[config.mk]
export PLATFORM = sky130hd
export DESIGN_NAME = relu_backward
export DESIGN_NICKNAME = d
export VERILOG_FILES = /design/src/rtl/relu_backward.sv
export SDC_FILE = /design/constraint.sdc
export NUM_CORES = 2
export LEC_CHECK = 0
export CAP_MARGIN = 20
export CORE_UTILIZATION = 45
export DETAILED_ROUTE_END_ITERATION = 7
export GPL_ROUTABILITY_DRIVEN = 0
export PLACE_DENSITY = 0.7
export SKIP_CTS_REPAIR_TIMING = 1
export SLEW_MARGIN = 25
export SYNTH_ARGS = -nofsm -noshare
export SYNTH_HDL_FRONTEND = slang
export SYNTH_SLANG_ARGS = --single-unit
[constraint.sdc]
create_clock -name clk -period 15.7 [get_ports clk]
set_input_delay 3.14 -clock clk [delete_from_list [all_inputs] [get_ports clk]]
set_output_delay 3.14 -clock clk [all_outputs]
set_load 0.005 [all_outputs]
[src/rtl/relu_backward.sv]
// relu_backward: gradient-side counterpart of the ReLU stage.
// Forward elements push one mask bit each (1 when the sign bit is clear).
// Backward gradients pop the mask in the same order.
// A gradient is passed when its mask bit is 1 and zeroed when it is 0.
// The result leaves through a single registered valid/ready slot.
module relu_backward #(
    parameter int pDATA_WIDTH = 32,
    parameter int pDEPTH      = 1024,
    parameter int pADDR_WIDTH = $clog2(pDEPTH)
) (
    input  logic                          clk,
    input  logic                          rst,
    input  logic                          flush,
    input  logic                          fwd_valid,
    input  logic signed [pDATA_WIDTH-1:0] fwd_data,
    output logic                          fwd_ready,
    input  logic                          grad_in_valid,
    input  logic signed [pDATA_WIDTH-1:0] grad_in_data,
    output logic                          grad_in_ready,
    output logic                          grad_out_valid,
    output logic signed [pDATA_WIDTH-1:0] grad_out_data,
    input  logic                          grad_out_ready,
    output logic [pADDR_WIDTH:0]          count,
    output logic                          full,
    output logic                          empty
);

    logic                          r_mask [pDEPTH];
    logic [pADDR_WIDTH-1:0]        r_wr_ptr;
    logic [pADDR_WIDTH-1:0]        r_rd_ptr;
    logic [pADDR_WIDTH:0]          r_count;
    logic                          r_out_valid;
    logic signed [pDATA_WIDTH-1:0] r_out_data;

    logic w_full;
    logic w_empty;
    logic w_slot_can_load;
    logic w_fwd_ready;
    logic w_grad_in_ready;
    logic w_push;
    logic w_pop;
    logic w_mask_bit;

    // Status flags, handshakes and the mask bit at the read pointer.
    // Readiness uses the registered count only, so there is no push-to-pop bypass.
    always_comb begin
        w_full          = (r_count == (pADDR_WIDTH+1)'(pDEPTH));
        w_empty         = (r_count == '0);
        w_slot_can_load = !r_out_valid || grad_out_ready;
        w_fwd_ready     = !w_full && !flush;
        w_grad_in_ready = !w_empty && !flush && w_slot_can_load;
        w_push          = fwd_valid && w_fwd_ready;
        w_pop           = grad_in_valid && w_grad_in_ready;
        w_mask_bit      = r_mask[r_rd_ptr];
    end

    // Mask storage: write the inverted sign bit on each accepted forward element.
    always_ff @(posedge clk) begin
        if (w_push) begin
            r_mask[r_wr_ptr] <= ~fwd_data[pDATA_WIDTH-1];
        end
    end

    // Pointers and occupancy. The pointers wrap naturally because pDEPTH is a power of two.
    always_ff @(posedge clk) begin
        if (rst || flush) begin
            r_wr_ptr <= '0;
            r_rd_ptr <= '0;
            r_count  <= '0;
        end else begin
            if (w_push) begin
                r_wr_ptr <= r_wr_ptr + 1'b1;
            end
            if (w_pop) begin
                r_rd_ptr <= r_rd_ptr + 1'b1;
            end
            case ({w_push, w_pop})
                2'b10:   r_count <= r_count + 1'b1;
                2'b01:   r_count <= r_count - 1'b1;
                default: r_count <= r_count;
            endcase
        end
    end

    // Output slot: load the masked gradient on a transfer.
    // Clear valid once downstream has taken it. Flush does not disturb the slot.
    always_ff @(posedge clk) begin
        if (rst) begin
            r_out_valid <= 1'b0;
            r_out_data  <= '0;
        end else if (w_pop) begin
            r_out_valid <= 1'b1;
            r_out_data  <= w_mask_bit ? grad_in_data : '0;
        end else if (r_out_valid && grad_out_ready) begin
            r_out_valid <= 1'b0;
        end
    end

    // Drive the output ports from the registered state and the handshake terms.
    always_comb begin
        fwd_ready      = w_fwd_ready;
        grad_in_ready  = w_grad_in_ready;
        grad_out_valid = r_out_valid;
        grad_out_data  = r_out_data;
        count          = r_count;
        full           = w_full;
        empty          = w_empty;
    end

endmodule

==> flow_metrics.py <==
metrics = {
    "run_status": {
        "outcome": "completed",
    },
    "worst_setup_path": {
        "ff2ff_setup_slack_ps": 9970,
        "slowest_delay_ps": 610,
        "end_kind": "output port",
        "worstPathArrival_ps": 4710,
        "cp.required_ps": 12560,
        "cp_max_fo": 6,
        "criticalPathCategory": "in -> out",
        "cpMostUsedCell": "clkdlybuf4s50_1",
        "worstPathCellList": "clkdlybuf4s50_1, a41oi_1, clkdlybuf4s50_1",
        "cp-start-kind": "input pin",
        "critical_path.slowest_cell": "clkdlybuf4s50_1",
    },
    "power": {
        "ir_drop_v": 0.0000862,
        "leakagePower_nw": 15.3,
        "powerDensity_nw_per_um2": 109,
    },
    "detailed_routing": {
        "drt_iter0_drc": 4075,
        "totalWireLength_um": 120000,
        "drt_first_pass_iters": 7,
        "ant_nets": 0,
        "vias": 28328,
        "wl_per_cell_um": 25.4,
        "drcViolationCount": 0,
        "viasPerCell": 5.98,
    },
    "timing": {
        "rsz0062_at_grt": "false",
        "clock-skew-final_ps": 59.8,
        "fin_crit_ps": 7850,
        "hold_viol": 0,
        "setup_violations": 0,
        "worst_pin_slew_ps": 1120,
        "timing.fmax_mhz": 127,
        "fin_setup_tns_ps": 0,
        "slew_headroom_pct": 24.8,
        "drv_slew": 0,
        "finalCritPeriodShare_pct": 50.0,
    },
    "place": {
        "portBuffers": 86,
        "hpwl_um": 64600,
        "place_area_um2": 49200,
    },
    "global_route": {
        "grt_pass1_vias": 27326,
        "grt_first_pass_wirelength_um": 176000,
        "antenna_found_initial": 2,
        "grt-busiest-layer": "met2",
        "met1_usage_pct": 30.8,
        "grt_use_met2_pct": 35.1,
        "grt_start_max_net_pins": 254,
        "grt_overflow": 0,
        "track_usage_pct": 22.2,
        "grt_use_met3_pct": 4.74,
    },
    "cts": {
        "htreeDepth": 3,
        "clock-sinks": 1098,
        "cts-root-buf": "clkbuf_16",
        "cts_max_path_buffers": 3,
        "cts_tree": "built",
        "clkLatencyLatePin_ps": 700,
        "cts_buffers": 110,
        "clkTransAtPathRegs_ps": 60,
    },
    "logic_synthesis": {
        "synth_ff_type": "edfxtp_1",
        "synthCells": 3320,
        "seq_area_frac_synth_pct": 67.7,
        "synth_top_cell_by_area": "edfxtp_1",
        "synth_xor_xnor_area_share_pct": 0.497,
        "synth-edff-count": 1024,
        "synth_compound_area_share_pct": 3.52,
        "synth_nets": 3398,
        "synth-seq-cells": 1098,
        "ys_top_cells_by_area": "edfxtp_1 65%, mux4_2 10%, nor2_1 8.5%",
        "synth_cell_type_count": 77,
        "synth_warnings": 0,
        "synth_top_family_by_area": "multiplexers",
        "synth_mux_area_share_pct": 13.5,
        "syn_area_per_cell_um2": 14.3,
        "synthAdderAreaFrac_pct": 0.210,
        "synth-simple-area-share_pct": 11.0,
        "yosys.area.top_type_share_pct": 64.6,
        "syn_area_um2": 47600,
        "ys_async_sr_fraction_pct": 0,
    },
    "final_layout": {
        "antenna_cells": 0,
        "fillers": 8674,
        "area_delta_synth_final_pct": 10.5,
        "fin_area_um2": 52600,
        "drive_gt1_share_pct": 16.4,
        "utilization_pct": 50.5,
        "nets": 3343,
    },
    "floorplan": {
        "die_w_um": 327,
        "rows": 118,
        "dieHeight_um": 327,
        "num_io_pins": 118,
        "die_area_um2": 107000,
        "start_util_pct": 45.7,
        "core-area_um2": 104000,
    },
    "hold_path": {
        "hp-class": "reg -> reg",
    },
    "flow_run": {
        "max_cap_viol_count": 0,
    },
}
## cells in the final DEF, fill, tap and decap left out, types with 15 or more instances in the layout
master / netlist / layout
clkinv_1: 1 / 28
a22oi_1: 27 / 27
dfxtp_1: 74 / 68
edfxtp_1: 1024 / 1024
o21ai_0: 17 / 17
mux4_2: 216 / 216
clkdlybuf4s50_1: 0 / 86
nand2_1: 127 / 64
a22o_2: 18 / 18
nand2_2: 0 / 63
a22o_1: 28 / 28
a21oi_1: 26 / 26
buf_4: 17 / 57
mux2i_1: 70 / 70
nor2_1: 1079 / 1077
clkbuf_1: 231 / 23
clkbuf_16: 0 / 112
clkinv_2: 0 / 20
o22ai_1: 15 / 15
mux4_1: 28 / 28
## routing by layer
layer  share of wire (%)  wire length, µm
met5                   0                0
met4                 3.3             3980
met3                  11            13300
met2                  47            56200
met1                  39            47000
## area by class of cell
class	instances	area, µm²	share of cell area [%]
Sequential cell	1098	32200	61.3
Clock buffer	144	2980	5.66
Tap cell	1380	1730	3.28
Multi-Input combinational cell	1890	13800	26.3
Inverter	15	60.1	0.114
Clock inverter	58	393	0.747
Timing Repair Buffer	150	1390	2.65
## metrics by stage
stage               hold WS, ps  total power, W  setup WS [ps]  std cells
detailed placement          461         0.00334           7880       4533
finish                      476         0.00576           7850       4735
global route                481         0.00590           7740       4735
global placement            456         0.00334           7870       4533
floorplan                   459         0.00334           4000       3320
CTS                         476         0.00578           7870       4735
## cell families after synthesis
kind of cell	count (synthesis)
AND/OR/NAND/NOR	1314
flip-flops	1098
buffers and inverters	332
multiplexers	325
AO/OA/AOI/OAI	216
XOR/XNOR	27
adder cells (fa/ha/maj)	8
## cell usage after synthesis, types with 7 or more instances
master	number
a211oi_1	9
a21oi_1	26
a221oi_1	14
a22o_1	28
a22o_2	18
a22oi_1	27
a31oi_1	9
a32oi_1	7
and3_1	12
buf_12	7
buf_2	18
buf_4	17
buf_6	34
clkbuf_1	231
dfxtp_1	74
edfxtp_1	1024
ha_1	8
inv_1	12
mux2_2	11
mux2i_1	70
mux4_1	28
mux4_2	216
nand2_1	127
nand3_1	14
nor2_1	1079
nor2b_1	11
nor3_1	13
nor3b_1	7
o21ai_0	17
o22ai_1	15
or3_1	9
xnor2_1	13
xor2_1	14
## path summary, 6_finish.rpt
| check | start | depth (start not counted) | endpoint |
|---|---|---|---|
| setup / recovery | flush | 3 | fwd_ready |
| hold / removal | grad_out_data[8]$_SDFFE_PP0N_ | 1 | grad_out_data[8]$_SDFFE_PP0N_ |
| setup reg to reg | register | 11 | grad_out_data[7]$_SDFFE_PP0N_ |
| hold reg to reg | grad_out_data[8]$_SDFFE_PP0N_ | 1 | grad_out_data[8]$_SDFFE_PP0N_ |
## registers in the layout (all words and copies together), names as in the netlist, named ones only
name	flops
count	11
grad_out_data	32
r_rd_ptr	10
r_mask	1024
grad_out_valid	1
r_wr_ptr	10
## critical path, delay by kind of cell
family,cells,cell delay [ps]
AO/OA/AOI/OAI,1,480
buffers and inverters,2,1090
## where the power goes
group / total, W / switching, W / leakage [nW] / internal (W)
registers: 0.00320 / 0.00000154 / 9.80 / 0.00320
clock network: 0.00248 / 0.00110 / 1.67 / 0.00138
logic: 0.0000786 / 0.0000551 / 3.85 / 0.0000235
total: 0.00576 / 0.00116 / 15.3 / 0.00460
(Power assumes the default switching activity.)
